===== src/rtl/operand_issue_stage_pkg.sv =====
// Shared types and constants for the operand issue stage.
package operand_issue_stage_pkg;

  localparam int unsigned SIZE_DEF       = 32;
  localparam int unsigned AMOUNT_REG_DEF = 4;
  localparam int unsigned CTRL_W_DEF     = 12;
  localparam logic [3:0]  R15_ADDR       = 4'hF;

  typedef enum logic [1:0] {
    FWD_RF    = 2'd0,
    FWD_EXMEM = 2'd1,
    FWD_MEMWB = 2'd2
  } fwd_sel_e;

  typedef enum logic {
    RUN      = 1'b0,
    LU_STALL = 1'b1
  } issue_state_e;

endpackage


===== src/rtl/operand_issue_stage_fwd_mux.sv =====
// Per-operand RAW compare against in-flight producers and 3:1 operand select.
// FWD_EN=0 keeps the regfile value and reports any RAW match as a stall.
module operand_fwd_mux
  import operand_issue_stage_pkg::*;
#(
  parameter int unsigned SIZE       = SIZE_DEF,
  parameter int unsigned AMOUNT_REG = AMOUNT_REG_DEF,
  parameter bit          FWD_EN     = 1'b1
) (
  input  logic [AMOUNT_REG-1:0] ra_i,
  input  logic                  use_i,
  input  logic [SIZE-1:0]       rf_val_i,
  input  logic                  idex_valid_i,
  input  logic [AMOUNT_REG-1:0] idex_rd_i,
  input  logic                  idex_we_i,
  input  logic                  idex_load_i,
  input  logic [AMOUNT_REG-1:0] exm_rd_i,
  input  logic                  exm_we_i,
  input  logic [SIZE-1:0]       exm_res_i,
  input  logic [AMOUNT_REG-1:0] mwb_rd_i,
  input  logic                  mwb_we_i,
  input  logic [SIZE-1:0]       mwb_res_i,
  output logic [SIZE-1:0]       op_o,
  output logic                  stall_o
);

  logic     is_r15_s;
  logic     exm_match_s;
  logic     mwb_match_s;
  logic     hit_idex_s;
  logic     hit_exm_s;
  logic     hit_mwb_s;
  fwd_sel_e sel_s;

  always_comb begin
    is_r15_s    = (ra_i == AMOUNT_REG'(R15_ADDR));
    exm_match_s = exm_we_i && (exm_rd_i == ra_i);
    mwb_match_s = mwb_we_i && (mwb_rd_i == ra_i);
    hit_idex_s  = use_i && !is_r15_s && idex_valid_i && idex_we_i && (idex_rd_i == ra_i);
    hit_exm_s   = use_i && !is_r15_s && exm_match_s;
    hit_mwb_s   = use_i && !is_r15_s && mwb_match_s;

    // The PC is substituted by the regfile and is never a forwarding target.
    if (!FWD_EN || is_r15_s) begin
      sel_s = FWD_RF;
    end else if (exm_match_s) begin
      sel_s = FWD_EXMEM;
    end else if (mwb_match_s) begin
      sel_s = FWD_MEMWB;
    end else begin
      sel_s = FWD_RF;
    end

    case (sel_s)
      FWD_EXMEM: op_o = exm_res_i;
      FWD_MEMWB: op_o = mwb_res_i;
      FWD_RF:    op_o = rf_val_i;
      default:   op_o = rf_val_i;
    endcase

    if (FWD_EN) begin
      stall_o = hit_idex_s && idex_load_i;
    end else begin
      stall_o = hit_idex_s || hit_exm_s || hit_mwb_s;
    end
  end

endmodule


===== src/rtl/operand_issue_stage.sv =====
// Decode->execute issue stage: operand fetch, RAW resolution and the ID/EX register.
// Define OPERAND_FWD_EN to enable EX/MEM and MEM/WB forwarding; otherwise RAW hazards stall.
module operand_issue_stage
  import operand_issue_stage_pkg::*;
#(
  parameter int unsigned SIZE       = SIZE_DEF,
  parameter int unsigned AMOUNT_REG = AMOUNT_REG_DEF,
  parameter int unsigned CTRL_W     = CTRL_W_DEF
) (
  input  logic                  CLK,
  input  logic                  RST_N,
  input  logic                  in_valid,
  output logic                  in_ready,
  input  logic [AMOUNT_REG-1:0] in_ra1,
  input  logic [AMOUNT_REG-1:0] in_ra2,
  input  logic                  in_use1,
  input  logic                  in_use2,
  input  logic [AMOUNT_REG-1:0] in_rd,
  input  logic                  in_we,
  input  logic                  in_is_load,
  input  logic [SIZE-1:0]       in_imm,
  input  logic [CTRL_W-1:0]     in_ctrl,
  output logic [AMOUNT_REG-1:0] RA1,
  output logic [AMOUNT_REG-1:0] RA2,
  input  logic [SIZE-1:0]       RD1,
  input  logic [SIZE-1:0]       RD2,
  input  logic [AMOUNT_REG-1:0] exm_rd,
  input  logic                  exm_we,
  input  logic [SIZE-1:0]       exm_res,
  input  logic [AMOUNT_REG-1:0] mwb_rd,
  input  logic                  mwb_we,
  input  logic [SIZE-1:0]       mwb_res,
  input  logic                  flush,
  output logic                  out_valid,
  input  logic                  out_ready,
  output logic [SIZE-1:0]       out_op1,
  output logic [SIZE-1:0]       out_op2,
  output logic [AMOUNT_REG-1:0] out_rd,
  output logic                  out_we,
  output logic                  out_is_load,
  output logic [SIZE-1:0]       out_imm,
  output logic [CTRL_W-1:0]     out_ctrl
);

`ifdef OPERAND_FWD_EN
  localparam bit FWD_EN = 1'b1;
`else
  localparam bit FWD_EN = 1'b0;
`endif

  issue_state_e          state_q, state_d;
  logic                  valid_q, valid_d;
  logic [SIZE-1:0]       op1_q, op1_d, op2_q, op2_d;
  logic [AMOUNT_REG-1:0] rd_q, rd_d;
  logic                  we_q, we_d, load_q, load_d;
  logic [SIZE-1:0]       imm_q, imm_d;
  logic [CTRL_W-1:0]     ctrl_q, ctrl_d;

  logic [SIZE-1:0] fwd_op1_s, fwd_op2_s;
  logic            stall1_s, stall2_s;
  logic            adv_s, hazard_s, ready_s, xfer_s;

  assign RA1 = in_ra1;
  assign RA2 = in_ra2;

  operand_fwd_mux #(.SIZE(SIZE), .AMOUNT_REG(AMOUNT_REG), .FWD_EN(FWD_EN)) u_fwd1 (
    .ra_i(in_ra1), .use_i(in_use1), .rf_val_i(RD1),
    .idex_valid_i(valid_q), .idex_rd_i(rd_q), .idex_we_i(we_q), .idex_load_i(load_q),
    .exm_rd_i(exm_rd), .exm_we_i(exm_we), .exm_res_i(exm_res),
    .mwb_rd_i(mwb_rd), .mwb_we_i(mwb_we), .mwb_res_i(mwb_res),
    .op_o(fwd_op1_s), .stall_o(stall1_s)
  );

  operand_fwd_mux #(.SIZE(SIZE), .AMOUNT_REG(AMOUNT_REG), .FWD_EN(FWD_EN)) u_fwd2 (
    .ra_i(in_ra2), .use_i(in_use2), .rf_val_i(RD2),
    .idex_valid_i(valid_q), .idex_rd_i(rd_q), .idex_we_i(we_q), .idex_load_i(load_q),
    .exm_rd_i(exm_rd), .exm_we_i(exm_we), .exm_res_i(exm_res),
    .mwb_rd_i(mwb_rd), .mwb_we_i(mwb_we), .mwb_res_i(mwb_res),
    .op_o(fwd_op2_s), .stall_o(stall2_s)
  );

  always_comb begin
    adv_s    = !valid_q || out_ready;
    hazard_s = stall1_s || stall2_s;
    // Flush always consumes the input so the decoder can drop the killed instruction.
    ready_s  = RST_N && ((adv_s && !hazard_s) || flush);
    xfer_s   = in_valid && ready_s;

    state_d = state_q;
    valid_d = valid_q;
    op1_d   = op1_q;
    op2_d   = op2_q;
    rd_d    = rd_q;
    we_d    = we_q;
    load_d  = load_q;
    imm_d   = imm_q;
    ctrl_d  = ctrl_q;

    case (state_q)
      RUN: begin
        if (!flush && adv_s && in_valid && hazard_s) begin
          state_d = LU_STALL;
        end else begin
          state_d = RUN;
        end
      end
      LU_STALL: state_d = RUN;
      default:  state_d = RUN;
    endcase

    if (flush) begin
      valid_d = 1'b0;
    end else if (adv_s) begin
      valid_d = xfer_s;
      if (xfer_s) begin
        op1_d  = fwd_op1_s;
        op2_d  = fwd_op2_s;
        rd_d   = in_rd;
        we_d   = in_we;
        load_d = in_is_load;
        imm_d  = in_imm;
        ctrl_d = in_ctrl;
      end else begin
        op1_d = op1_q;
      end
    end else begin
      valid_d = valid_q;
    end
  end

  always_ff @(posedge CLK or negedge RST_N) begin
    if (!RST_N) begin
      state_q <= RUN;
      valid_q <= 1'b0;
      op1_q   <= '0;
      op2_q   <= '0;
      rd_q    <= '0;
      we_q    <= 1'b0;
      load_q  <= 1'b0;
      imm_q   <= '0;
      ctrl_q  <= '0;
    end else begin
      state_q <= state_d;
      valid_q <= valid_d;
      op1_q   <= op1_d;
      op2_q   <= op2_d;
      rd_q    <= rd_d;
      we_q    <= we_d;
      load_q  <= load_d;
      imm_q   <= imm_d;
      ctrl_q  <= ctrl_d;
    end
  end

  assign in_ready    = ready_s;
  assign out_valid   = valid_q;
  assign out_op1     = op1_q;
  assign out_op2     = op2_q;
  assign out_rd      = rd_q;
  assign out_we      = we_q;
  assign out_is_load = load_q;
  assign out_imm     = imm_q;
  assign out_ctrl    = ctrl_q;

endmodule


===== config.mk =====
export PLATFORM = sky130hd
export DESIGN_NAME = operand_issue_stage
export DESIGN_NICKNAME = d
export VERILOG_FILES = /design/src/rtl/operand_issue_stage_pkg.sv /design/src/rtl/operand_issue_stage_fwd_mux.sv /design/src/rtl/operand_issue_stage.sv
export SDC_FILE = /design/constraint.sdc
export NUM_CORES = 1
export LEC_CHECK = 0
export CAP_MARGIN = 20
export CORE_ASPECT_RATIO = 0.6
export CORE_MARGIN = 8
export CORE_UTILIZATION = 37
export CTS_BUF_LIST = sky130_fd_sc_hd__clkbuf_4 sky130_fd_sc_hd__clkbuf_8
export CTS_CLUSTER_SIZE = 10
export DETAILED_ROUTE_END_ITERATION = 16
export PLACE_DENSITY = 0.82
export REMOVE_ABC_BUFFERS = 1
export SYNTH_ARGS = -nofsm -noshare
export SYNTH_HDL_FRONTEND = slang
export SYNTH_SLANG_ARGS = --single-unit

===== constraint.sdc =====
create_clock -name CLK -period 2.4 [get_ports CLK]
set_input_delay 0.48 -clock CLK [delete_from_list [all_inputs] [get_ports CLK]]
set_output_delay 0.48 -clock CLK [all_outputs]
set_load 0.03 [all_outputs]

Word-level counts from Yosys, hierarchy flattened
Cells that the tools add are included.
{"block": "classes", "muxes": 2, "n_eq_ne": 8, "n_bitwise": 1, "n_reduce_logical": 32}
{"cell": "$eq A4 B4 Y1", "n": 6}
{"cell": "$logic_and A1 B1 Y1", "n": 19}
{"cell": "$eq A4 B4 Y1 const B", "n": 2}
{"cell": "$logic_or A1 B1 Y1", "n": 7}
{"cell": "$logic_not A1 Y1", "n": 4}
{"cell": "$reduce_and A3 Y1", "n": 1}
{"cell": "$mux W1", "n": 2}
{"cell": "$reduce_bool A2 Y1", "n": 1}
{"cell": "$not A1 Y1", "n": 1}
{"block": "totals", "register_bits": 115, "input_bits": 203, "output_inout_bits": 124}

Depth between registers and ports, before layout
Gate-level depths: netlist of run 1.
{"block": "depth", "word_depth": 16, "ltp_mapped": 9}

Modules after synthesis
Synthesis of run 1 repeated with hierarchy kept, for this count alone.
{"block": "unflattened", "hier_cells": 363, "hier_area_um2": 5358.9}
{"mod": "operand_issue_stage", "n_inst": 1, "cells_per_inst": 257, "area_per_inst_um2": 4568.1}
{"mod": "operand_fwd_mux", "n_inst": 2, "cells_per_inst": 53, "area_per_inst_um2": 395.4}

Worst setup path after synthesis of run 1
No wires, ideal clock.
{"block": "synth_timing", "path_kind": "input -> register", "from": "input in_ra2[3]", "to": "register imm_q[10] (netlist: out_imm[10])", "required_ns": 2.275, "path_slack_ns": 0.042, "cell_stages": 9, "path_buffers": 3, "setup_ns": 0.125, "t_arrival_ns": 2.233, "path_cell_list": "nand4_1 > nand4_1 > o41ai_1 > a211o_1 > or4_1 > buf_2 > buf_6 > buf_6 > mux2_4"}
{"block": "synth_via", "elab_chain_len": 15}
{"item": "from (decl)", "line_no": "operand_issue_stage.sv:15", "rtl": "input logic [AMOUNT_REG-1:0] in_ra2,"}
{"item": "$eq A4 B4 Y1", "line_no": "operand_issue_stage_fwd_mux.sv:36", "rtl": "is_r15_s = (ra_i == AMOUNT_REG'(R15_ADDR));"}
{"item": "$logic_not A1 Y1", "line_no": "operand_issue_stage_fwd_mux.sv:39, operand_issue_stage_fwd_mux.sv:40, operand_issue_stage_fwd_mux.sv:41"}
{"item": "$logic_and A1 B1 Y1", "line_no": "operand_issue_stage_fwd_mux.sv:39, operand_issue_stage_fwd_mux.sv:40, operand_issue_stage_fwd_mux.sv:41"}
{"item": "$logic_and A1 B1 Y1 (3 in a row)", "line_no": "operand_issue_stage_fwd_mux.sv:39", "rtl": "hit_idex_s = use_i && !is_r15_s && idex_valid_i && idex_we_i && (idex_rd_i == ra_i);"}
{"item": "$logic_or A1 B1 Y1", "line_no": "operand_issue_stage_fwd_mux.sv:64", "rtl": "stall_o = hit_idex_s || hit_exm_s || hit_mwb_s;"}
{"item": "$logic_or A1 B1 Y1 *", "line_no": "operand_issue_stage_fwd_mux.sv:64"}
{"item": "$logic_or A1 B1 Y1 *", "line_no": "operand_issue_stage.sv:84", "rtl": "hazard_s = stall1_s || stall2_s;"}
{"item": "$logic_not A1 Y1 *", "line_no": "operand_issue_stage.sv:86", "rtl": "ready_s = RST_N && ((adv_s && !hazard_s) || flush);"}
{"item": "$logic_and A1 B1 Y1 *", "line_no": "operand_issue_stage.sv:86"}
{"item": "$logic_or A1 B1 Y1 *", "line_no": "operand_issue_stage.sv:86"}
{"item": "$logic_and A1 B1 Y1 *", "line_no": "operand_issue_stage.sv:86"}
{"item": "$logic_and A1 B1 Y1 *", "line_no": "operand_issue_stage.sv:87", "rtl": "xfer_s = in_valid && ready_s;"}
{"item": "$reduce_and A3 Y1 (no line) *"}
{"item": "to (signal assigned)", "line_no": "operand_issue_stage.sv:150", "rtl": "imm_q <= imm_d;"}
{"item": "to (decl)", "line_no": "operand_issue_stage.sv:56", "rtl": "logic [SIZE-1:0] imm_q, imm_d;"}
Mark *: on every way between the ends. The rest lies on a longest branch, timed or not.
A chain may end at the register's enable or synchronous reset.

Worst setup path in the final report of run 1
{"block": "layout_timing", "from": "input in_ra1[2]", "to": "output in_ready"}
{"block": "layout_via", "elab_chain_len": 13}
{"item": "from (decl)", "line_no": "operand_issue_stage.sv:14", "rtl": "input logic [AMOUNT_REG-1:0] in_ra1,"}
{"item": "$eq A4 B4 Y1", "line_no": "operand_issue_stage_fwd_mux.sv:36"}
{"item": "$logic_not A1 Y1", "line_no": "operand_issue_stage_fwd_mux.sv:39, operand_issue_stage_fwd_mux.sv:40, operand_issue_stage_fwd_mux.sv:41"}
{"item": "$logic_and A1 B1 Y1", "line_no": "operand_issue_stage_fwd_mux.sv:39, operand_issue_stage_fwd_mux.sv:40, operand_issue_stage_fwd_mux.sv:41"}
{"item": "$logic_and A1 B1 Y1 (3 in a row)", "line_no": "operand_issue_stage_fwd_mux.sv:39"}
{"item": "$logic_or A1 B1 Y1", "line_no": "operand_issue_stage_fwd_mux.sv:64"}
{"item": "$logic_or A1 B1 Y1 *", "line_no": "operand_issue_stage_fwd_mux.sv:64"}
{"item": "$logic_or A1 B1 Y1 *", "line_no": "operand_issue_stage.sv:84"}
{"item": "$logic_not A1 Y1 *", "line_no": "operand_issue_stage.sv:86"}
{"item": "$logic_and A1 B1 Y1 *", "line_no": "operand_issue_stage.sv:86"}
{"item": "$logic_or A1 B1 Y1 *", "line_no": "operand_issue_stage.sv:86"}
{"item": "$logic_and A1 B1 Y1 *", "line_no": "operand_issue_stage.sv:86"}
{"item": "to (decl)", "line_no": "operand_issue_stage.sv:13", "rtl": "output logic in_ready,"}
Marked as above.

==> impl_metrics.py, run 1 <==
metrics = {
    "outcome": {
        "status": "completed",
    },
    "synth": {
        "synth_area_mm2": 0.004866,
        "synthDistinctLibCells": 22,
        "ys_warn_count": 0,
        "syn_avg_cell_area_um2": 16.22,
        "ys_seq_elements": 115,
        "ys_seq_area_frac": 0.5914,
        "synth_cells": 300,
    },
    "place": {
        "io_buffers": 262,
        "hpwl_um": 11950,
        "place_ws_ns": -0.6289,
        "place.gp.congestion": 0.9249,
        "place_area_mm2": 0.007720,
    },
    "min_path": {
        "holdCritPathClass": "primary input to asynchronous set/reset pin",
    },
    "timing": {
        "fin_tns_setup_ns": 0,
        "slew_violations": 0,
        "fmax_mhz": 421.6,
        "holdWs_ns": 0.1368,
        "hold_violations": 0,
        "finalCritPeriodShare": 0.9882,
        "rsz0062_at_grt": "yes",
        "worst_slew_pin_slew_ns": 0.5021,
        "finClkSkew_ns": 0.02214,
        "layout_setup_ws_ns": 0.02828,
        "period_needed_ns": 2.372,
        "setup_violations": 0,
        "relSlewSlack": 0.6653,
    },
    "floorplan": {
        "dieWidth_um": 164.1,
        "io_pins": 327,
        "die_y_um": 104.8,
        "row_count": 32,
        "core_mm2": 0.01285,
        "die_area_mm2": 0.01720,
        "start_util": 0.3786,
    },
    "clock_tree": {
        "clkTransAtPathRegs_ns": 0.07,
        "cts_tree": "done",
        "cts_buffers": 17,
        "clock_latency_ns": 0.43,
        "cts_max_level": 4,
        "clkSinkCount": 115,
        "cts_buffer_depth": 2,
        "cts-root-buf": "clkbuf_8",
    },
    "worst_setup_path": {
        "cp.required_ns": 1.92,
        "cp_num_buf_inv": 3,
        "path_class": "primary input to primary output",
        "crit_path_end_kind": "primary output",
        "crit_arrival_ns": 1.89,
        "crit_chain": "dlygate4sd2_1 -> buf_4 -> xor2_1 -> nor2_1 -> nand4_1 -> a21oi_2 -> nor3_2 -> o21a_1 -> buf_6",
        "slowest_delay_ns": 0.28,
        "r2r-start": "out_rd[0]",
        "start_kind": "primary input",
        "crit_path_start": "in_ra1[2]",
        "cp_max_fo": 3,
        "crit_family": "buffers and inverters",
        "slowest_stage": "dlygate4sd2_1",
    },
    "route": {
        "vias": 3560,
        "drc_errors": 0,
        "finalWirelength_um": 15420,
        "wire_per_inst_um": 20.00,
        "vias_per_cell": 4.617,
        "ant_nets": 0,
        "initialDrtViolationCount": 127,
        "drtPass1Iterations": 5,
    },
    "final_layout": {
        "fillers": 952,
        "final_util": 0.6422,
        "syn_to_final_growth_pct": 69.63,
        "final_nets": 790,
        "drive_gt1_frac": 0.3233,
        "stdcell_area_mm2": 0.008254,
    },
    "global_routing": {
        "grt_usage": 0.1768,
        "grt_max_degree": 79,
        "grt_pass1_wl_um": 23650,
        "overflow": 0,
        "grt_antenna_before_repair": 1,
        "grt_pass1_vias": 4067,
    },
    "pwr": {
        "total_leakage_power_nw": 3.652,
        "vdd_drop_max_mv": 0.5638,
        "p_per_area_mw_per_mm2": 914.6,
    },
    "run": {
        "max_cap_violations": 0,
    },
}
[per-stage QoR]
step                cells  total power [mW]
CTS                   765             7.600
finish                771             7.549
global placement      732             5.566
floorplan             279             4.220
detailed placement    732             5.646
global route          770             7.881
[Yosys cell counts]
cell / count / share of area
or4_1: 1 / 0.0015
xor2_1: 14 / 0.025
mux2_2: 65 / 0.15
nor3_1: 3 / 0.0031
dfrtp_1: 115 / 0.59
o41ai_1: 1 / 0.0018
o21a_1: 1 / 0.0015
nor4_1: 2 / 0.0026
nand3_1: 2 / 0.0021
o21ai_0: 1 / 0.0010
a21oi_1: 1 / 0.0010
nand2b_1: 1 / 0.0013
nand4_1: 5 / 0.0064
buf_6: 6 / 0.014
buf_2: 7 / 0.0072
mux2_4: 49 / 0.15
buf_4: 8 / 0.012
nand3b_1: 1 / 0.0015
nor2_1: 2 / 0.0015
xnor2_1: 10 / 0.018
nand2_1: 4 / 0.0031
a211o_1: 1 / 0.0018
[logic make-up (layout without fill, tap and decap cells)]
family                    after synthesis  count (layout)  share of synthesized area
xor gates and xnor gates               24              24                    0.04320
buffers and inverters                  21             321                    0.03343
and+or+nand+nor                        21              21                    0.02314
muxes                                 114             114                     0.3016
AOI/OAI and AO/OA                       5               5                   0.007199
other                                   0               1                          0
DFF                                   115             115                     0.5914
[final timing paths]
kind	slack, ns	depth (start not counted)	endpoint
worst min register to register	0.51	1	out_op2[28]
worst max-delay path	0.03	9	in_ready
worst max register to register	0.14	6	out_op2[15]
min in group CLK	0.51	1	out_op2[28]
max in group asynchronous	1.27	4	out_op2[7]
worst min-delay path	0.14	2	out_rd[2]
[area by class of cell]
cell class                      instances  area (um^2)  share of cell area
Clock buffer                           18        241.5             0.02926
Clock inverter                         14        181.4             0.02198
Antenna cell                            1        2.502           0.0003032
Tap cell                              170        212.7             0.02577
Timing Repair Buffer                  289         2843              0.3444
Sequential cell                       115         2880              0.3489
Multi-Input combinational cell        164         1893              0.2293
[flip-flops by register name (all words and copies together), names as in the netlist]
name	cells
out_imm	32
out_rd	4
out_op1	32
out_op2	32
out_we	1
out_is_load	1
out_ctrl	12
out_valid	1
[cells in the final DEF (no fill, tap or decap), types with 5 or more instances in the layout]
cell type        netlist  layout
xnor2_1               10       7
clkdlybuf4s50_1        0     242
buf_4                  8      25
mux2_2                65      65
clkbuf_8               0      17
clkinv_4               0       5
xor2_1                14      14
dfrtp_1              115     113
nand4_1                5       5
mux2_4                49      49
dlygate4sd2_1          0       8
[power by group]
group	internal, mW	total [mW]	switching [mW]
clock	1.05	1.92	0.866
combinational	1.48	2.97	1.49
sequential	2.39	2.66	0.273
[routing by layer]
layer	up-vias	routed length (um)	GRT usage
li1	1626	-	-
met2	167	7304	0.2855
met5	-	13	0
met4	2	90	0.03876
met1	1752	6275	0.2042
met3	13	1736	0.09561
[worst register-to-register path, delay by kind of cell (launching register included)]
kind	cells	cell delay (ns)
XOR/XNOR	1	0.29
multiplexers	1	0.38
buffers and inverters	2	0.39
AND/OR/NAND/NOR	2	0.64
flip-flops	1	0.45
[timing repair]
action                                  in CTS  in global routing
hold buffers                                 0                  0
gates resized for setup                     32                 16
pin swaps                                   10                 13
buffers inserted                             1                  4
endpoints found under the setup margin     115                  1
Power figures use the tool's default switching activity.
==> run 2, diff against run 1 <==
--- a/config.mk
+++ b/config.mk
@@ -8,11 +8,11 @@
 export CAP_MARGIN = 20
 export CORE_ASPECT_RATIO = 0.6
 export CORE_MARGIN = 8
-export CORE_UTILIZATION = 37
+export CORE_UTILIZATION = 33
 export CTS_BUF_LIST = sky130_fd_sc_hd__clkbuf_4 sky130_fd_sc_hd__clkbuf_8
 export CTS_CLUSTER_SIZE = 10
 export DETAILED_ROUTE_END_ITERATION = 16
-export PLACE_DENSITY = 0.82
+export PLACE_DENSITY = 0.77
 export REMOVE_ABC_BUFFERS = 1
 export SYNTH_ARGS = -nofsm -noshare
 export SYNTH_HDL_FRONTEND = slang
==> constraint.sdc (replaced) <==
create_clock -name CLK -period 2.1 [get_ports CLK]
set_input_delay 0.42 -clock CLK [delete_from_list [all_inputs] [get_ports CLK]]
set_output_delay 0.42 -clock CLK [all_outputs]
set_load 0.03 [all_outputs]
==> run 2 against run 1 <==
  * The flow now finishes with violations (setup timing)
  * Count of clock-buffer cells in the layout rose by 1
  * Power increased by 15%
  * First-iteration DRC count grew 6.3%
  * Non-clock buffer count increased by 19
  * Critical endpoint is now out_imm[7]
  * Largest power group unchanged
  * Highest routed layer is now met4
==> impl_metrics.py, run 2 (same netlist as run 1, synthesis figures left out) <==
metrics = {
    "outcome": {
        "status": "finished, violations left",
        "violations": "setup timing",
    },
    "final_layout": {
        "fillers": 1107,
        "antennaDiodeCount": 0,
        "syn_to_final_growth_pct": 79.61,
        "stdcell_area_mm2": 0.008740,
        "fin_cells": 817,
        "drive_gt1_frac": 0.3619,
        "regArea_mm2": 0.002879,
        "final_cell_mix": "228 x clkdlybuf4s50_1, 114 x dfrtp_1, 65 x mux2_2",
        "final_nets": 809,
        "multi_input_area_mm2": 0.001943,
        "layout_commonest_cell": "clkdlybuf4s50_1",
    },
    "global_routing": {
        "grt_usage": 0.1747,
        "grt_pass1_wl_um": 25590,
        "grt_pass1_vias": 4184,
        "overflow": 0,
        "grt_max_degree": 116,
        "grt_antenna_before_repair": 0,
    },
    "timing": {
        "hold_violations": 0,
        "layout_setup_ws_ns": -0.2738,
        "slew_violations": 0,
        "rsz0062_at_grt": "yes",
        "fin_tns_setup_ns": -17.63,
        "worst_slew_pin_slew_ns": 0.6878,
        "setup_violations": 115,
        "relSlewSlack": 0.5415,
        "period_needed_ns": 2.374,
        "finClkSkew_ns": 0.01259,
        "finalCritPeriodShare": 1.130,
        "fmax_mhz": 421.3,
    },
    "pwr": {
        "p_per_area_mw_per_mm2": 994.0,
        "vdd_drop_max_mv": 0.5043,
        "total_leakage_power_nw": 3.937,
        "total_power_mw": 8.687,
    },
    "route": {
        "topRoutingLayerUsed": "met4",
        "vias": 3684,
        "initialDrtViolationCount": 135,
        "finalWirelength_um": 17030,
        "drtPass1Iterations": 4,
        "met3_wirelength_um": 1916,
        "met1_length_um": 7037,
        "vias_per_cell": 4.509,
        "wire_per_inst_um": 20.84,
        "drc_errors": 0,
        "wl_met2_um": 7981,
        "ant_nets": 0,
    },
    "worst_setup_path": {
        "cp_max_fo": 9,
        "crit_chain": "dlygate4sd2_1 -> xnor2_1 -> nand4_1 -> nor4_2 -> a211o_1 -> or4_4 -> buf_12 -> buf_8 -> buf_16 -> mux2_4",
        "r2r-start": "out_valid",
        "crit_arrival_ns": 2.67,
        "r2r-end": "out_imm[7]",
        "crit_path_end_kind": "flop",
        "crit_path_start": "exm_rd[2]",
        "slowest_stage": "or4_4",
        "r2r_slack_ns": -0.19,
        "cp_num_buf_inv": 4,
        "path_class": "primary input to flop",
        "slowest_delay_ns": 0.57,
        "crit_family": "buffers and inverters",
        "cp.required_ns": 2.39,
        "start_kind": "primary input",
        "ff2ff_path_depth": 8,
    },
    "place": {
        "place_area_mm2": 0.007770,
        "place_ws_ns": -0.8401,
        "hpwl_um": 11420,
        "place.gp.congestion": 0.8971,
        "io_buffers": 262,
        "dp_cells": 763,
    },
    "floorplan": {
        "row_count": 34,
        "io_pins": 327,
        "dieWidth_um": 172.8,
        "die_y_um": 110.1,
        "start_util": 0.3364,
        "die_area_mm2": 0.01901,
        "core_mm2": 0.01446,
    },
    "clock_tree": {
        "cts_buffers": 17,
        "cts_max_level": 4,
        "cts_tree": "done",
        "cts-root-buf": "clkbuf_8",
        "clkSinkCount": 115,
        "cts_buffer_depth": 2,
        "clock_latency_ns": 0.41,
        "clkTransAtPathRegs_ns": 0.08,
    },
    "run": {
        "max_cap_violations": 0,
    },
    "min_path": {
        "holdCritPathClass": "primary input to asynchronous set/reset pin",
    },
}
run 2: cell count changes in the layout (fill, tap and decap cells not counted), sizes merged:
cell           before  now
buf                29   56
clkdlybuf4s15       6    3
bufinv              3    2
clkinv              6    2
clkinvlp            3    5
diode               1    0
inv                 2    4
clkdlybuf4s50     242  228
dlygate4sd2         8   13
dlymetal6s2s        0    3
clkbuf             22   24
run 2: stage by stage:
step | util | hold WS (ns)
final | 0.6042 | 0.08856
after global routing | 0.6042 | 0.1930
after CTS | 0.5946 | 0.1693
after detailed placement | 0.5372 | 0.4940
after global placement | 0.5372 | 0.4869
after floorplan | - | 0.1244
run 2: worst max-delay path by stage:
stage,endpoint,slack (ns),cells after the start
2_1_floorplan,out_valid,-2.70,4
3_3_place_gp,out_imm[17],-0.85,8
3_5_place_dp,out_op2[12],-0.84,8
4_1_cts,in_ready,-0.18,9
5_1_grt,out_imm[7],-0.28,10
6_report,out_imm[7],-0.27,10
run 2: power breakdown:
part	total [mW]	switching [mW]	leakage, nW	internal (mW)
registers	3.03	0.301	1.36	2.73
clock network	2.10	0.985	0.189	1.12
logic	3.56	1.76	2.39	1.80
total	8.69	3.05	3.94	5.64
run 2: layer usage:
metal | track usage | vias up
met5 | 0 | -
met4 | 0.04470 | 0
met2 | 0.2785 | 194
met1 | 0.2059 | 1820
li1 | - | 1659
met3 | 0.09422 | 11
run 2: what timing repair did:
action / CTS / global route
hold buffers: 0 / 0
endpoints found under the setup margin: 117 / 119
pin swaps: 8 / 6
buffers inserted: 9 / 3
gates cloned: 10 / 3
gates resized for setup: 55 / 32
run 2: cell type report:
cell class	instances	area share
Timing Repair Buffer	308	0.3735
Clock inverter	13	0.01718
Tap cell	198	0.02835
Sequential cell	115	0.3294
Multi-Input combinational cell	164	0.2223
Clock buffer	19	0.02921
run 2: worst reg2reg max path: cells and delay by family, from the launching register on:
| kind | cells | cell delay [ns] |
|---|---|---|
| flip-flops | 1 | 0.42 |
| AO/OA/AOI/OAI | 2 | 0.32 |
| buffers and inverters | 3 | 0.48 |
| multiplexers | 1 | 0.29 |
| AND/OR/NAND/NOR | 2 | 0.66 |
==> run 3, diff against run 2 <==
--- a/config.mk
+++ b/config.mk
@@ -6,7 +6,6 @@
 export NUM_CORES = 1
 export LEC_CHECK = 0
 export CAP_MARGIN = 20
-export CORE_ASPECT_RATIO = 0.6
 export CORE_MARGIN = 8
 export CORE_UTILIZATION = 33
 export CTS_BUF_LIST = sky130_fd_sc_hd__clkbuf_4 sky130_fd_sc_hd__clkbuf_8
==> run 3 against run 2 <==
  * The run still ends with setup timing left
  * Routed wire length shrank 7.8%
  * Non-clock buffer count shrank 3
  * Combinational power down 2%
  * Worst hold slack better by 0.045 ns
  * Largest power group unchanged
  * Clock skew down 0.0028 ns
  * Register-to-register slack lost 0.07 ns
  * Utilization decreased by 1.2 points
  * Critical endpoint is now out_op2[13]
==> impl_metrics.py, run 3 (same netlist as run 1, synthesis figures left out) <==
metrics = {
    "outcome": {
        "status": "finished, violations left",
        "violations": "setup timing",
    },
    "worst_setup_path": {
        "crit_path_start": "out_ready",
        "crit_arrival_ns": 2.68,
        "crit_path_end_kind": "flop",
        "cp.required_ns": 2.40,
        "r2r-start": "out_rd[1]",
        "path_class": "primary input to flop",
        "start_kind": "primary input",
        "cp_max_fo": 60,
    },
    "timing": {
        "fmax_mhz": 420.3,
        "finClkSkew_ns": 0.009832,
        "period_needed_ns": 2.380,
        "worst_slew_pin_slew_ns": 0.6034,
        "hold_violations": 0,
        "layout_setup_ws_ns": -0.2795,
        "finalCritPeriodShare": 1.133,
        "relSlewSlack": 0.5977,
        "rsz0062_at_grt": "yes",
        "setup_violations": 115,
        "slew_violations": 0,
    },
    "global_routing": {
        "grt_max_degree": 116,
        "grt_pass1_wl_um": 23550,
        "grt_usage": 0.1644,
        "grt_antenna_before_repair": 0,
        "grt_pass1_vias": 4272,
        "overflow": 0,
    },
    "clock_tree": {
        "clkTransAtPathRegs_ns": 0.07,
        "ctsHoldBuffers": 0,
        "cts_buffers": 17,
        "clkSinkCount": 115,
        "cts_max_level": 4,
        "cts_buffer_depth": 2,
        "cts_tree": "done",
        "cts-root-buf": "clkbuf_8",
        "clock_latency_ns": 0.43,
    },
    "floorplan": {
        "die_y_um": 137.4,
        "dieWidth_um": 137.4,
        "io_pins": 327,
        "die_area_mm2": 0.01889,
        "start_util": 0.3361,
        "row_count": 44,
        "core_mm2": 0.01448,
    },
    "final_layout": {
        "final_util": 0.5927,
        "drive_gt1_frac": 0.3523,
        "regArea_mm2": 0.002882,
        "fillers": 1115,
        "syn_to_final_growth_pct": 76.37,
        "antennaDiodeCount": 0,
        "multi_input_area_mm2": 0.001907,
        "final_nets": 806,
        "final_cell_mix": "231 x clkdlybuf4s50_1, 112 x dfrtp_1, 65 x mux2_2",
        "layout_commonest_cell": "clkdlybuf4s50_1",
        "stdcell_area_mm2": 0.008582,
    },
    "pwr": {
        "total_leakage_power_nw": 3.857,
        "p_per_area_mw_per_mm2": 1036,
        "total_power_mw": 8.889,
        "vdd_drop_max_mv": 0.5640,
    },
    "route": {
        "drtPass1Iterations": 4,
        "initialDrtViolationCount": 87,
        "vias_per_cell": 4.638,
        "drc_errors": 0,
        "ant_nets": 0,
        "wire_per_inst_um": 19.63,
        "finalWirelength_um": 15710,
        "vias": 3710,
    },
    "run": {
        "max_cap_violations": 0,
    },
    "place": {
        "io_buffers": 262,
        "place_ws_ns": -0.9040,
        "place.gp.congestion": 0.9347,
        "place_area_mm2": 0.007752,
        "hpwl_um": 11110,
    },
    "min_path": {
        "holdCritPathClass": "primary input to asynchronous set/reset pin",
    },
}
[run 3: worst paths after layout]
kind | slack, ns | end | cells after the start
worst min register to register | 0.51 | out_imm[1] | 1
worst max register to register | -0.26 | out_op2[13] | 8
min in group CLK | 0.51 | out_imm[1] | 1
worst min-delay path | 0.13 | out_op2[30] | 2
max in group asynchronous | 1.54 | out_imm[13] | 2
worst max-delay path | -0.28 | out_op2[13] | 7
[run 3: what timing repair did]
item | CTS | global route
pin swaps | 15 | 1
setup buffers | 8 | 5
setup endpoints to repair | 117 | 117
endpoints found under the hold margin | 0 | 0
gates cloned | 6 | 1
gates resized for setup | 49 | 10
[run 3: stage by stage]
stage / TNS [ns] / instances / hold WS (ns)
2_1_floorplan: -307.86 / 279 / 0.1244
3_3_place_gp: -93.84 / 749 / 0.4865
3_5_place_dp: -100.87 / 749 / 0.4920
4_1_cts: -22.67 / 795 / 0.1402
5_1_grt: -32.60 / 800 / 0.1742
6_report: -26.14 / 800 / 0.1336
[run 3: report_power, final]
| part | leakage (nW) | internal [mW] | total, mW | switching (mW) |
|---|---|---|---|---|
| Clock | 0.231 | 1.49 | 2.37 | 0.880 |
| Combinational | 2.27 | 1.75 | 3.48 | 1.73 |
| Sequential | 1.36 | 2.73 | 3.04 | 0.312 |
[run 3: critical path: stages]
cell,delay [ns]
clkdlybuf4s50_1,0.46
nand2b_1,0.15
o41ai_2,0.09
a211o_1,0.26
or4_4,0.64
buf_12,0.25
mux2_4,0.35
[run 3: cell type report]
cell class / instances / area share
clock buffer: 22 / 0.03237
tap: 184 / 0.02683
multi-input combinational: 164 / 0.2222
sequential: 115 / 0.3358
timing repair buffer: 305 / 0.3619
clock inverter: 10 / 0.02099
[run 3: per-layer routing]
layer,vias up,global-route usage,part of all wire
li1,1665,-,-
met1,1842,0.1814,0.38
met2,176,0.2668,0.49
met3,27,0.07877,0.11
met4,0,0.06759,0.021
met5,-,0,0
